$ cat config.mk
export PLATFORM = sky130hd
export DESIGN_NAME = rr_arb_mux_flat
export DESIGN_NICKNAME = d
export VERILOG_FILES = /design/src/rtl/rr_arb_mux_pkg.sv /design/src/rtl/rr_arb_mux_if.sv /design/src/rtl/rr_arb_mux_arbiter.sv /design/src/rtl/rr_arb_mux.sv /design/src/flat_wrapper.sv
export SDC_FILE = /design/constraint.sdc
export NUM_CORES = 1
export LEC_CHECK = 0
export ABC_AREA = 0
export CAP_MARGIN = 25
export CORE_AREA = 2 2 85 87
export CTS_BUF_LIST = sky130_fd_sc_hd__clkbuf_16
export DETAILED_ROUTE_END_ITERATION = 12
export DIE_AREA = 0 0 87 89
export HOLD_SLACK_MARGIN = 0.06
export PLACE_DENSITY = 0.81
export SYNTH_ARGS = -nofsm -noshare
export SYNTH_HDL_FRONTEND = slang
export SYNTH_HIERARCHICAL = 1
export SYNTH_SLANG_ARGS = --single-unit
$ cat constraint.sdc
create_clock -name clk -period 3.8 [get_ports clk]
set_input_delay 1.14 -clock clk [delete_from_list [all_inputs] [get_ports clk]]
set_output_delay 1.14 -clock clk [all_outputs]
set_load 0.1 [all_outputs]
$ cat src/rtl/rr_arb_mux_pkg.sv
// Shared types and helpers for the round-robin N:1 stream mux.
// Holds the lock-state enum used by the optional RR_ARB_MUX_LOCK_EN packet lock.
package rr_arb_pkg;

    typedef enum logic {LK_IDLE, LK_LOCKED} lock_state_t;

    // Grant-index width; never zero, so a 2-port build still gets a 1-bit index.
    function automatic int clog2_min1(input int n);
        return (n <= 2) ? 1 : $clog2(n);
    endfunction

endpackage

$ cat src/rtl/rr_arb_mux_if.sv
// Stream bundle between producers, the rr_arb_mux and its consumer.
// in_last exists only when RR_ARB_MUX_LOCK_EN is defined.
interface rr_arb_mux_if
    import rr_arb_pkg::*;
#(
    parameter int WIDTH     = 32,
    parameter int NUM_PORTS = 4
);
    localparam int SEL_W = clog2_min1(NUM_PORTS);

    logic [NUM_PORTS*WIDTH-1:0] in_data;
    logic [NUM_PORTS-1:0]       in_valid;
    logic [NUM_PORTS-1:0]       in_ready;
`ifdef RR_ARB_MUX_LOCK_EN
    logic [NUM_PORTS-1:0]       in_last;
`endif
    logic [WIDTH-1:0]           out_data;
    logic [SEL_W-1:0]           out_sel;
    logic                       out_valid;
    logic                       out_ready;

`ifdef RR_ARB_MUX_LOCK_EN
    modport master (
        output in_data, in_valid, in_last, out_ready,
        input  in_ready, out_data, out_sel, out_valid
    );
    modport slave (
        input  in_data, in_valid, in_last, out_ready,
        output in_ready, out_data, out_sel, out_valid
    );
`else
    modport master (
        output in_data, in_valid, out_ready,
        input  in_ready, out_data, out_sel, out_valid
    );
    modport slave (
        input  in_data, in_valid, out_ready,
        output in_ready, out_data, out_sel, out_valid
    );
`endif

endinterface

$ cat src/rtl/rr_arb_mux_arbiter.sv
// Combinational round-robin arbiter: rotate requests by ptr, pick the lowest
// set bit, then rotate the index back modulo NUM_PORTS.
module rr_arbiter
    import rr_arb_pkg::*;
#(
    parameter  int NUM_PORTS = 4,
    localparam int SEL_W     = clog2_min1(NUM_PORTS)
) (
    input  logic [NUM_PORTS-1:0] req_i,
    input  logic [SEL_W-1:0]     ptr_i,
    output logic [NUM_PORTS-1:0] gnt_oh_o,
    output logic [SEL_W-1:0]     gnt_idx_o,
    output logic                 gnt_vld_o
);
    localparam logic [SEL_W:0] NP = (SEL_W+1)'(NUM_PORTS);

    logic [2*NUM_PORTS-1:0] req_dbl;
    logic [NUM_PORTS-1:0]   rot;
    logic [SEL_W-1:0]       off;
    logic [SEL_W:0]         sum;

    assign req_dbl = {req_i, req_i};
    assign rot     = NUM_PORTS'(req_dbl >> ptr_i);

    // Downward scan so the lowest set bit (closest to ptr) wins.
    always_comb begin
        off = '0;
        for (int k = NUM_PORTS-1; k >= 0; k--) begin
            if (rot[k]) off = SEL_W'(k);
        end
    end

    always_comb begin
        sum = {1'b0, ptr_i} + {1'b0, off};
        if (sum >= NP) sum = sum - NP;
    end

    assign gnt_idx_o = SEL_W'(sum);
    assign gnt_vld_o = |req_i;
    assign gnt_oh_o  = gnt_vld_o ? (NUM_PORTS'(1) << gnt_idx_o) : '0;

endmodule

$ cat src/rtl/rr_arb_mux.sv
// N:1 valid/ready stream mux, round-robin arbitration, registered output.
// Define RR_ARB_MUX_LOCK_EN to hold the grant on one port until its in_last word.
module rr_arb_mux
    import rr_arb_pkg::*;
#(
    parameter  int WIDTH     = 32,
    parameter  int NUM_PORTS = 4,
    localparam int SEL_W     = clog2_min1(NUM_PORTS)
) (
    input  logic          clk,
    input  logic          rst_n,
    rr_arb_mux_if.slave   bus
);
    logic [NUM_PORTS-1:0][WIDTH-1:0] port_data;
    logic [NUM_PORTS-1:0]            req;
    logic [NUM_PORTS-1:0]            gnt_oh;
    logic [SEL_W-1:0]                gnt_idx;
    logic                            gnt_vld;
    logic                            accept;
    logic                            xfer;
    logic                            pkt_end;

    logic [SEL_W-1:0] ptr_q, ptr_d;
    logic             out_valid_q;
    logic [WIDTH-1:0] out_data_q;
    logic [SEL_W-1:0] out_sel_q;
`ifdef RR_ARB_MUX_LOCK_EN
    lock_state_t      lock_q;
    logic [SEL_W-1:0] lock_idx_q;
`endif

    assign port_data = bus.in_data;

`ifdef RR_ARB_MUX_LOCK_EN
    // A locked packet masks every other requester, whatever ptr says.
    assign req     = (lock_q == LK_LOCKED) ? (bus.in_valid & (NUM_PORTS'(1) << lock_idx_q))
                                           : bus.in_valid;
    assign pkt_end = bus.in_last[gnt_idx];
`else
    assign req     = bus.in_valid;
    assign pkt_end = 1'b1;
`endif

    rr_arbiter #(.NUM_PORTS(NUM_PORTS)) u_arb (
        .req_i     (req),
        .ptr_i     (ptr_q),
        .gnt_oh_o  (gnt_oh),
        .gnt_idx_o (gnt_idx),
        .gnt_vld_o (gnt_vld)
    );

    assign accept       = !out_valid_q || bus.out_ready;
    assign xfer         = accept && gnt_vld;
    assign bus.in_ready = (rst_n && accept) ? gnt_oh : '0;

    // ptr moves past the winner only when a word (or a whole packet) completes.
    always_comb begin
        ptr_d = ptr_q;
        if (xfer && pkt_end) begin
            ptr_d = (gnt_idx == SEL_W'(NUM_PORTS-1)) ? '0 : gnt_idx + SEL_W'(1);
        end
    end

    always_ff @(posedge clk) begin
        if (!rst_n) begin
            out_valid_q <= 1'b0;
            out_data_q  <= '0;
            out_sel_q   <= '0;
            ptr_q       <= '0;
`ifdef RR_ARB_MUX_LOCK_EN
            lock_q      <= LK_IDLE;
            lock_idx_q  <= '0;
`endif
        end else begin
            ptr_q <= ptr_d;
            if (xfer) begin
                out_valid_q <= 1'b1;
                out_data_q  <= port_data[gnt_idx];
                out_sel_q   <= gnt_idx;
`ifdef RR_ARB_MUX_LOCK_EN
                case (lock_q)
                    LK_IDLE: begin
                        if (!pkt_end) begin
                            lock_q     <= LK_LOCKED;
                            lock_idx_q <= gnt_idx;
                        end
                    end
                    LK_LOCKED: begin
                        if (pkt_end) lock_q <= LK_IDLE;
                    end
                    default: lock_q <= LK_IDLE;
                endcase
`endif
            end else if (bus.out_ready) begin
                out_valid_q <= 1'b0;
            end
        end
    end

    assign bus.out_valid = out_valid_q;
    assign bus.out_data  = out_data_q;
    assign bus.out_sel   = out_sel_q;

endmodule

$ cat src/flat_wrapper.sv
// flat-port wrapper written by rule: the top's interface ports become plain ports
module rr_arb_mux_flat import rr_arb_pkg::*;
#(
    parameter  int WIDTH     = 32,
    parameter  int NUM_PORTS = 4,
    localparam int SEL_W     = clog2_min1(NUM_PORTS)
)
  (clk, rst_n, bus_in_data, bus_in_valid, bus_out_ready, bus_in_ready, bus_out_data, bus_out_sel, bus_out_valid);
  rr_arb_mux_if #(.WIDTH(WIDTH), .NUM_PORTS(NUM_PORTS)) bus_i ();
  input  logic clk;
  input  logic rst_n;
  input wire logic [$bits(bus_i.in_data)-1:0] bus_in_data;
  input wire logic [$bits(bus_i.in_valid)-1:0] bus_in_valid;
  input wire logic [$bits(bus_i.out_ready)-1:0] bus_out_ready;
  output wire logic [$bits(bus_i.in_ready)-1:0] bus_in_ready;
  output wire logic [$bits(bus_i.out_data)-1:0] bus_out_data;
  output wire logic [$bits(bus_i.out_sel)-1:0] bus_out_sel;
  output wire logic [$bits(bus_i.out_valid)-1:0] bus_out_valid;
  assign bus_i.in_data = bus_in_data;
  assign bus_i.in_valid = bus_in_valid;
  assign bus_i.out_ready = bus_out_ready;
  assign bus_in_ready = bus_i.in_ready;
  assign bus_out_data = bus_i.out_data;
  assign bus_out_sel = bus_i.out_sel;
  assign bus_out_valid = bus_i.out_valid;
  rr_arb_mux #(.WIDTH(WIDTH), .NUM_PORTS(NUM_PORTS)) u_core (.clk(clk), .rst_n(rst_n), .bus(bus_i));
endmodule
# Word-level counts from Yosys, hierarchy flattened
# Cells that the tools add are included.
# W data, S select, Z words.
[classes] addsub=3 multipliers=0 div_mod_pow=0 n_lt_le_gt_ge=2 n_eq_ne=1 shifts=2 n_mux=12 bitwise_logic=0 reduce_logical=6
[ops] operator="$bmux W32 S2" n=1
[ops] operator="$mux W32" n=1
[ops] operator="$mux W2" n=6
[ops] operator="$mux W4" n=2
[ops] operator="$shr A8 B2 Y4" n=1
[ops] operator="$reduce_or A4 Y1" n=1
[ops] operator="$shl A1 B2 Y4 const A" n=1
[ops] operator="$add A2 B2 Y3" n=1
[ops] operator="$ge A3 B3 Y1 const B" n=1
[ops] operator="$lt A2 B3 Y1 const B" n=1
[ops] operator="$add A2 B1 Y2 const B" n=1
[ops] operator="$eq A2 B2 Y1 const B" n=1
[ops] operator="$logic_and A1 B1 Y1" n=2
[ops] operator="$mux W1" n=2
[ops] operator="$reduce_bool A2 Y1" n=1
[ops] operator="$sub A2 B1 Y2 const B" n=1
[ops] operator="$logic_not A1 Y1" n=1
[ops] operator="$logic_or A1 B1 Y1" n=1
[word_totals] reg_bits=37 latchBits=0 mem_bits_rw=0 mem_bits_ro=0 input_bits=135 output_inout_bits=39 wordCells=30 n_memories=0

# Longest topological paths before layout
# Gate-level depths: netlist (run 1).
[logic_depth] ltp_word=11 depth_mapped=12 ltp_nobuf=10

# Cells and area by module
# The synthesis (run 1) kept the hierarchy.
[modules_own_cells] module="rr_arb_mux" instances=1 cells_per_inst=141 area_each_um2=2015.7 seq_area_each_um2=740.7
[modules_own_cells] module="rr_arbiter" instances=1 cells_per_inst=42 area_each_um2=326.6 seq_area_each_um2=0.0

# Worst setup path before layout (run 1)
# No wires, ideal clock.
[synth_timing] kind="input -> output" startpoint="input port bus_in_valid[0]" endpoint="output port bus_in_ready[3]" arrival_time_ps=3134 required_ps=2660 setup_slack_ps=-474 stages=9 path_buffers=1 path_cell_list="buf_6 o21a_1 a21oi_1 o211ai_1 ha_1 nor2b_1 nand2_1 mux2i_1 and3_1"
[synth_between] elab_chain_cells=11 elab_cells_between_ends=13 classes_between="add/sub: 2; order compare: 1; shift: 2; mux: 7; reduce/logical: 1"
[synth_rtl] item="start, declared" line="flat_wrapper.sv:13" rtl="input wire logic [$bits(bus_i.in_valid)-1:0] bus_in_valid;"
[synth_rtl] item="$shr A8 B2 Y4 *" line="rr_arb_mux_arbiter.sv:23" rtl="assign rot = NUM_PORTS'(req_dbl >> ptr_i);"
[synth_rtl] item="$mux W2 (3 in series)" line="rr_arb_mux_arbiter.sv:29" rtl="if (rot[k]) off = SEL_W'(k);"
[synth_rtl] item="$mux W2 *" line="rr_arb_mux_arbiter.sv:29"
[synth_rtl] item="$add A2 B2 Y3 *" line="rr_arb_mux_arbiter.sv:34" rtl="sum = {1'b0, ptr_i} + {1'b0, off};"
[synth_rtl] item="$ge A3 B3 Y1 or $sub A2 B1 Y2 (tied branches)" line="rr_arb_mux_arbiter.sv:35" rtl="if (sum >= NP) sum = sum - NP;"
[synth_rtl] item="$mux W2 *" line="rr_arb_mux_arbiter.sv:35"
[synth_rtl] item="via u_core.gnt_idx[0]" line="rr_arb_mux.sv:17" rtl="logic [SEL_W-1:0] gnt_idx;"
[synth_rtl] item="$shl A1 B2 Y4 *" line="rr_arb_mux_arbiter.sv:40" rtl="assign gnt_oh_o = gnt_vld_o ? (NUM_PORTS'(1) << gnt_idx_o) : '0;"
[synth_rtl] item="$mux W4 *" line="rr_arb_mux_arbiter.sv:40"
[synth_rtl] item="via u_core.gnt_oh[3]" line="rr_arb_mux.sv:16" rtl="logic [NUM_PORTS-1:0] gnt_oh;"
[synth_rtl] item="$mux W4 *" line="rr_arb_mux.sv:54" rtl="assign bus.in_ready = (rst_n && accept) ? gnt_oh : '0;"
[synth_rtl] item="end, declared" line="flat_wrapper.sv:15" rtl="output wire logic [$bits(bus_i.in_ready)-1:0] bus_in_ready;"
# The timed path passes the listed nets; every way through them passes the cells marked *.

# Worst setup path in the final report (run 1)
[layout_timing] startpoint="input port bus_in_valid[3]" endpoint="output port bus_in_ready[1]"
# The elaborated chain is that of the path after synthesis.

==> results of run 1 <==
[where the power goes]
part | internal [mW] | switching, mW | total, mW
Clock | 0.234 | 0.137 | 0.371
Sequential | 0.559 | 0.117 | 0.676
Combinational | 1.26 | 1.97 | 3.23
Total | 2.05 | 2.22 | 4.28
[synthesized netlist by cell type (all sizes together)]
cell type	n
nand3	3
and3b	1
xor2	1
dfxtp	37
nor3	1
ha	2
nor4	2
o211ai	1
or4	2
a22o	32
nand2b	1
a21oi	2
mux2i	6
nor3b	2
o21ai	6
and3	5
and2b	1
o21a	1
nor2	4
buf	19
o311ai	1
clkbuf	2
nand2	5
mux4	32
xnor2	2
nor2b	2
a21boi	6
inv	3
or2b	1
[kinds of logic after synthesis]
logic type / Yosys count
AO/OA/AOI/OAI: 49
multiplexers: 38
flip-flops: 37
AND/OR/NAND/NOR: 30
buffers and inverters: 24
XOR/XNOR: 3
adder cells (fa/ha/maj): 2
[flip-flops by register name, summed over array words and instances (netlist names)]
register / flops
u_core/bus.out_data: 32
u_core/bus.out_sel: 2
u_core/ptr_q: 2
u_core/bus.out_valid: 1
[worst reg2reg max path, cell delays in order, from the launching register on]
cell and delay (ns):
sky130_fd_sc_hd__dfxtp_1 0.58, sky130_fd_sc_hd__inv_1 0.17, sky130_fd_sc_hd__nor3b_4 0.20, sky130_fd_sc_hd__a21oi_2 0.05, sky130_fd_sc_hd__o211ai_1 0.20, sky130_fd_sc_hd__ha_2 0.26, sky130_fd_sc_hd__xnor2_2 0.10, sky130_fd_sc_hd__buf_4 0.15
sky130_fd_sc_hd__buf_4 0.13, sky130_fd_sc_hd__xnor2_2 0.37, sky130_fd_sc_hd__buf_12 0.21, sky130_fd_sc_hd__mux4_2 0.33, sky130_fd_sc_hd__a22o_1 0.20
[final timing paths]
path	start	to	cells after the start
setup / recovery	bus_in_valid[3]	bus_in_ready[1]	10
hold / removal	u_core/bus.out_data[12]$_SDFFE_PN0P_	u_core/bus.out_data[12]$_SDFFE_PN0P_	1
setup reg to reg	u_core/ptr_q[0]$_SDFFE_PN0P_	u_core/bus.out_data[3]$_SDFFE_PN0P_	12
hold reg to reg	u_core/bus.out_data[12]$_SDFFE_PN0P_	u_core/bus.out_data[12]$_SDFFE_PN0P_	1
[layout make-up]
class                           instances  share of cell area (%)
Multi-Input combinational cell        122                    35.0
Tap cell                               80                    2.27
Sequential cell                        37                    16.8
Timing Repair Buffer                  192                    42.6
Clock buffer                            5                    2.84
Inverter                                3                   0.256
Clock inverter                          1                   0.114
[per-layer routing]
layer / track usage, % / up-vias / wire, um / part of all wire, %
met3: 4.62 / 10 / 695 / 8.6
met2: 37.9 / 108 / 4360 / 54
met4: 4.40 / 0 / 129 / 1.6
li1: - / 1096 / - / -
met5: 0 / - / 0 / 0
met1: 20.9 / 1115 / 2900 / 36
[what timing repair did]
item                                    in CTS  in global routing
pin swaps                                    8                  5
resized for setup                           34                  3
setup buffers                                1                  1
endpoints found under the setup margin       4                  4
[metrics by stage]
stage          setup TNS (ns)  area, um^2  cells  hold slack, ns  util (%)
2_1_floorplan          -0.104        2380    183           0.458         -
3_3_place_gp            -2.22        4190    432           0.464      62.4
3_5_place_dp            -5.24        4190    432           0.465      62.4
4_1_cts                -0.379        4380    439           0.481      65.1
5_1_grt                -0.839        4400    440           0.489      65.5
6_report               -0.411        4400    440           0.475      65.5
==> flow_metrics.tcl, run 1 <==
set metrics [dict create \
    outcome "finished with violations" \
    failing_checks "negative setup slack" \
    power.density_cell_area_mw_per_mm2 971 \
    max-slew-margin-rel_pct 63.6 \
    cts-htree-levels 2 \
    min_period_over_period_pct 103 \
    core_mm2 0.00672 \
    io_pins 174 \
    combinational_family_with_the_most_area_after_synthesis "multiplexers" \
    floorplan_row_count 30 \
    timing_hold_violations_final 0 \
    synth_nets 320 \
    final_cell_mix "sky130_fd_sc_hd__clkdlybuf4s50_1, sky130_fd_sc_hd__buf_4, sky130_fd_sc_hd__dfxtp_1" \
    timing.critical_path.buf_inv 2 \
    cts_root_buf "sky130_fd_sc_hd__clkbuf_16" \
    tritoncts "yes" \
    post-synth-top-area-fraction_pct 31.6 \
    clk_pin_slew_worst_paths_ns 0.05 \
    path_max_fanout 4 \
    netlist_instances 183 \
    synthXorXnorAreaFrac_pct 1.12 \
    cts-root-to-sink-buffers 2 \
    drt-vias-per-instance 5.29 \
    ys_seq_area_share_pct 31.6 \
    ant_nets 0 \
    area_taken_by_multi_input_logic_gates_mm2 0.00154 \
    gp_congestion 0.770 \
    synth_mux_area_share_pct 34.0 \
    max_slew.worst_pin.slew_ns 0.545 \
    max_freq_mhz 256 \
    detailedPlace.worstSlack_ns -0.591 \
    reported_max_cap_violation_count 0 \
    post_synth.cell_area_avg_um2 12.8 \
    dp.final_hpwl_um 6500 \
    crit_required_ns 2.66 \
    total_power_mw 4.28 \
    synthesis.yosys.warnings 6 \
    die_w_um 87 \
    final_critical_path_setup_slack_ns -0.112 \
    clkSinkCount 37 \
    routed_wire_length_per_instance_um 18.4 \
    num-nets-final 498 \
    hp-class "reg -> reg" \
    rsz0062_at_grt "yes" \
    synth.cell_area_mm2 0.00234 \
    detail_route.first_pass.iterations 4 \
    antennaDiodeCount 0 \
    grt_max_degree 22 \
    synthTopCellsByArea "sky130_fd_sc_hd__dfxtp_1, sky130_fd_sc_hd__mux4_2, sky130_fd_sc_hd__a22o_1, sky130_fd_sc_hd__mux4_1, sky130_fd_sc_hd__buf_6" \
    synth_adder_area_share_pct 1.07 \
    cp_cell_sequence "buf_8 -> nor3b_2 -> o21ai_1 -> o211ai_1 -> ha_2 -> nor2b_4 -> nand2_1 -> mux2i_1 -> and3_4 -> buf_12" \
    grt_remaining_overflow 0 \
    power.ir.vdd_worst_mv 0.760 \
    ys_types 37 \
    design.die.area_mm2 0.00774 \
    r2r_slack_ns 0.75 \
    wire_length_of_the_first_global_routing_pass_um 11600 \
    number_of_vias_in_the_routed_layout 2329 \
    io_buffers 173 \
    final.min_clock_period_ns 3.91 \
    initial_cell_density_of_the_core_pct 34.9 \
    fillCellCount 513 \
    number_of_antenna_violations_at_the_first_check_in_global_routing 0 \
    drt_iter0_markers 51 \
    layout.cells.most_common "sky130_fd_sc_hd__clkdlybuf4s50_1" \
    finalWirelength_um 8080 \
    power.static_leakage_nw 1.78 \
    startpoint_type "input port" \
    critPathTopFamily "simple AND/OR/NAND/NOR gates" \
    crit_path_end_kind "output port" \
    critPathSlowestCell "sky130_fd_sc_hd__ha_2" \
    syn_to_layout_area_delta_pct 87.9 \
    cts.hold.buffers_added 0 \
    critPathArrivalTime_ns 2.77 \
    yosys.area.top_type "sky130_fd_sc_hd__dfxtp_1" \
    clock_insertion_delay_worst_skew_ns 0.27 \
    report.final.slew_viol_count 0 \
    number_of_global_route_vias_before_repair 2408 \
    yosys_register_bits 37 \
    global_route.usage.total_pct 19.3 \
    synth_simple_gate_area_share_pct 7.53 \
    drcViolationCount 0 \
    area.sequential_um2 741 \
    fraction_of_final_layout_cells_sized_beyond_drive_strength_1_pct 32.5 \
    die_y_um 89 \
    critical_path.max_stage_delay_ns 0.36 \
    cts_buffers 5 \
    fraction_of_the_mapped_netlist_area_in_compound_gates_pct 17.7 \
    critPathKind "in -> out" \
    final-setup-viol-count 4 \
    timing.clock.skew_ns 0.00364 \
]
Power figures use the tool's default switching activity.
==> inputs of run 2 (changes only) <==
--- a/config.mk
+++ b/config.mk
@@ -6,11 +6,11 @@
 export NUM_CORES = 1
 export LEC_CHECK = 0
 export ABC_AREA = 0
-export CAP_MARGIN = 25
 export CORE_AREA = 2 2 85 87
 export CTS_BUF_LIST = sky130_fd_sc_hd__clkbuf_16
 export DETAILED_ROUTE_END_ITERATION = 12
 export DIE_AREA = 0 0 87 89
+export GPL_ROUTABILITY_DRIVEN = 0
 export HOLD_SLACK_MARGIN = 0.06
 export PLACE_DENSITY = 0.81
 export SYNTH_ARGS = -nofsm -noshare
==> results of run 2 <==
Same layout as run 1: the final DEF is identical, and so are final timing and power.
==> inputs of run 3 (changes only) <==
--- a/config.mk
+++ b/config.mk
@@ -7,7 +7,7 @@
 export LEC_CHECK = 0
 export ABC_AREA = 0
 export CORE_AREA = 2 2 85 87
-export CTS_BUF_LIST = sky130_fd_sc_hd__clkbuf_16
+export CTS_BUF_LIST = sky130_fd_sc_hd__clkbuf_8
 export DETAILED_ROUTE_END_ITERATION = 12
 export DIE_AREA = 0 0 87 89
 export GPL_ROUTABILITY_DRIVEN = 0
==> run 3 against run 2 <==
Net effect:
- the run still ends with negative setup slack left
- fmax is essentially flat
- cell count unchanged
- total power down 2.9%
- first-iteration DRC count shrank 45%
- die area stayed put
- via count about the same
- non-clock buffer count is the same
- final area decreased by 1.3%
- largest power group unchanged
==> flow_metrics.tcl, run 3 (same netlist as run 1, synthesis figures left out) <==
set metrics [dict create \
    crit_required_ns 2.66 \
    final_cell_mix "sky130_fd_sc_hd__clkdlybuf4s50_1, sky130_fd_sc_hd__buf_4, sky130_fd_sc_hd__dfxtp_1" \
    area.sequential_um2 741 \
    power.sequential.fraction_pct 16.3 \
    max_slew.worst_pin.slew_ns 0.543 \
    final.min_clock_period_ns 3.91 \
    fillCellCount 521 \
    core_mm2 0.00672 \
    report.final.slew_viol_count 0 \
    floorplan_row_count 30 \
    path_max_fanout 4 \
    antennaDiodeCount 0 \
    syn_to_layout_area_delta_pct 85.5 \
    timing.hold.worst_endpoint "u_core/bus.out_sel[1]$_SDFFE_PN0P_" \
    tritoncts "yes" \
    ant_nets 0 \
    netSwitchingFraction_pct 53.3 \
    power.density_cell_area_mw_per_mm2 955 \
    design.die.area_mm2 0.00774 \
    cts-root-to-sink-buffers 2 \
    finalCoreUtilization_pct 64.7 \
    timing.clock.skew_ns 0.00572 \
    drt-vias-per-instance 5.30 \
    hp-class "reg -> reg" \
    rsz0062_at_grt "yes" \
    share_comb_of_total_power_pct 77.8 \
    timing.critical_path.buf_inv 2 \
    critPathSlowestCell "sky130_fd_sc_hd__ha_2" \
    cts_root_buf "sky130_fd_sc_hd__clkbuf_8" \
    regToRegEndpoint "u_core/bus.out_data[21]$_SDFFE_PN0P_" \
    drcViolationCount 0 \
    r2r_start "u_core/ptr_q[0]$_SDFFE_PN0P_" \
    fin_hold_ws_ns 0.479 \
    die_w_um 87 \
    largest_register_ff_count 32 \
    outcome "finished with violations" \
    power.static_leakage_nw 1.75 \
    layout.cells.non_filler 440 \
    cts.hold.buffers_added 0 \
    cp_cell_sequence "buf_8 -> nor3b_2 -> o21ai_1 -> o211ai_1 -> ha_2 -> nor2b_4 -> nand2_1 -> mux2i_1 -> and3_4 -> buf_12" \
    routed_wire_length_per_instance_um 18.4 \
    critPathTopFamily "simple AND/OR/NAND/NOR gates" \
    grt_remaining_overflow 0 \
    critPathKind "in -> out" \
    cp.depth 10 \
    area_taken_by_multi_input_logic_gates_mm2 0.00154 \
    wire_length_of_the_first_global_routing_pass_um 11600 \
    max_freq_mhz 256 \
    number_of_antenna_violations_at_the_first_check_in_global_routing 0 \
    dp.final_hpwl_um 6500 \
    drt_iter0_markers 28 \
    failing_checks "negative setup slack" \
    internal_power_of_the_cells_mw 1.94 \
    io_pins 174 \
    number_of_global_route_vias_before_repair 2405 \
    die_y_um 89 \
    power.share.clock_pct 6.0 \
    number_of_vias_in_the_routed_layout 2331 \
    final-setup-viol-count 4 \
    cts_buffers 5 \
    clock_insertion_delay_worst_skew_ns 0.28 \
    finalWirelength_um 8080 \
    crit_path_end_kind "output port" \
    dpl.cell_count 432 \
    detail_route.first_pass.iterations 4 \
    initial_cell_density_of_the_core_pct 34.9 \
    fraction_of_final_layout_cells_sized_beyond_drive_strength_1_pct 32.5 \
    global_route.usage.total_pct 19.4 \
    timing_hold_violations_final 0 \
    num-nets-final 498 \
    final_critical_path_setup_slack_ns -0.112 \
    critical_path.max_stage_delay_ns 0.36 \
    max-slew-margin-rel_pct 63.8 \
    launch_instance_of_the_worst_min_delay_path "u_core/bus.out_sel[1]$_SDFFE_PN0P_" \
    io_buffers 173 \
    cts-htree-levels 2 \
    critPathArrivalTime_ns 2.77 \
    r2r_slack_ns 0.76 \
    clkSinkCount 37 \
    ff2ff_path_depth 12 \
    grt_max_degree 22 \
    startpoint_type "input port" \
    clk_pin_slew_worst_paths_ns 0.06 \
    min_period_over_period_pct 103 \
    power_switching_mw 2.21 \
    power.ir.vdd_worst_mv 0.757 \
    min_path_cells 2 \
    layout.cells.most_common "sky130_fd_sc_hd__clkdlybuf4s50_1" \
    reported_max_cap_violation_count 0 \
]
-- run 3: cell counts in the layout (fill, tap and decap cells not counted) --
Identical to the previous run, type by type.
-- run 3: what timing repair did --
| item | CTS | global route |
|---|---|---|
| resized for setup | 34 | 3 |
| setup endpoints to repair | 4 | 4 |
| setup buffers | 1 | 1 |
| pin swaps | 8 | 5 |
-- run 3: power groups by stage --
stage	logic, mW	registers (mW)	clock network (mW)
2_1_floorplan	1.40	1.78	0
3_3_place_gp	3.17	0.670	0
3_5_place_dp	3.21	0.677	0
4_1_cts	3.24	0.672	0.256
5_1_grt	3.38	0.693	0.273
6_report	3.23	0.675	0.247
-- run 3: final cells by class --
cell class / count / share of cell area (%)
Inverter: 3 / 0.259
Clock inverter: 1 / 0.115
Sequential cell: 37 / 17.0
Multi-Input combinational cell: 122 / 35.5
Timing Repair Buffer: 192 / 43.2
Tap cell: 80 / 2.30
Clock buffer: 5 / 1.58
-- run 3: worst max-delay path by stage --
stage | startpoint | end | slack, ns
after CTS | bus_in_valid[3] | bus_in_ready[3] | -0.10
final | bus_in_valid[3] | bus_in_ready[1] | -0.11
after global routing | bus_in_valid[1] | bus_in_ready[0] | -0.23
after global placement | bus_in_valid[2] | bus_in_ready[2] | -0.49
after floorplan | bus_in_valid[2] | bus_in_ready[3] | -0.03
after detailed placement | bus_in_valid[2] | bus_in_ready[0] | -0.59
-- run 3: stage by stage --
step / worst slack [ns] / setup TNS (ns) / area [um^2] / total power [mW]
2_1_floorplan: -0.0324 / -0.104 / 2380 / 3.18
3_3_place_gp: -0.492 / -2.22 / 4190 / 3.84
3_5_place_dp: -0.591 / -5.24 / 4190 / 3.89
4_1_cts: -0.104 / -0.379 / 4320 / 4.16
5_1_grt: -0.226 / -0.839 / 4350 / 4.34
6_report: -0.112 / -0.411 / 4350 / 4.15
-- run 3: tightest hold or removal path: stages, from the launching register on --
cell                       delay (ns)
sky130_fd_sc_hd__dfxtp_1         0.31
sky130_fd_sc_hd__o21ai_0         0.06
sky130_fd_sc_hd__a21boi_0        0.07
-- run 3: metal layers --
metal  track usage, %  vias up  part of all wire, %
met5                0        -                    0
li1                 -     1096                    -
met2             37.3      105                   53
met3             4.71       14                  8.5
met1             21.0     1116                   36
met4             5.68        0                  2.1
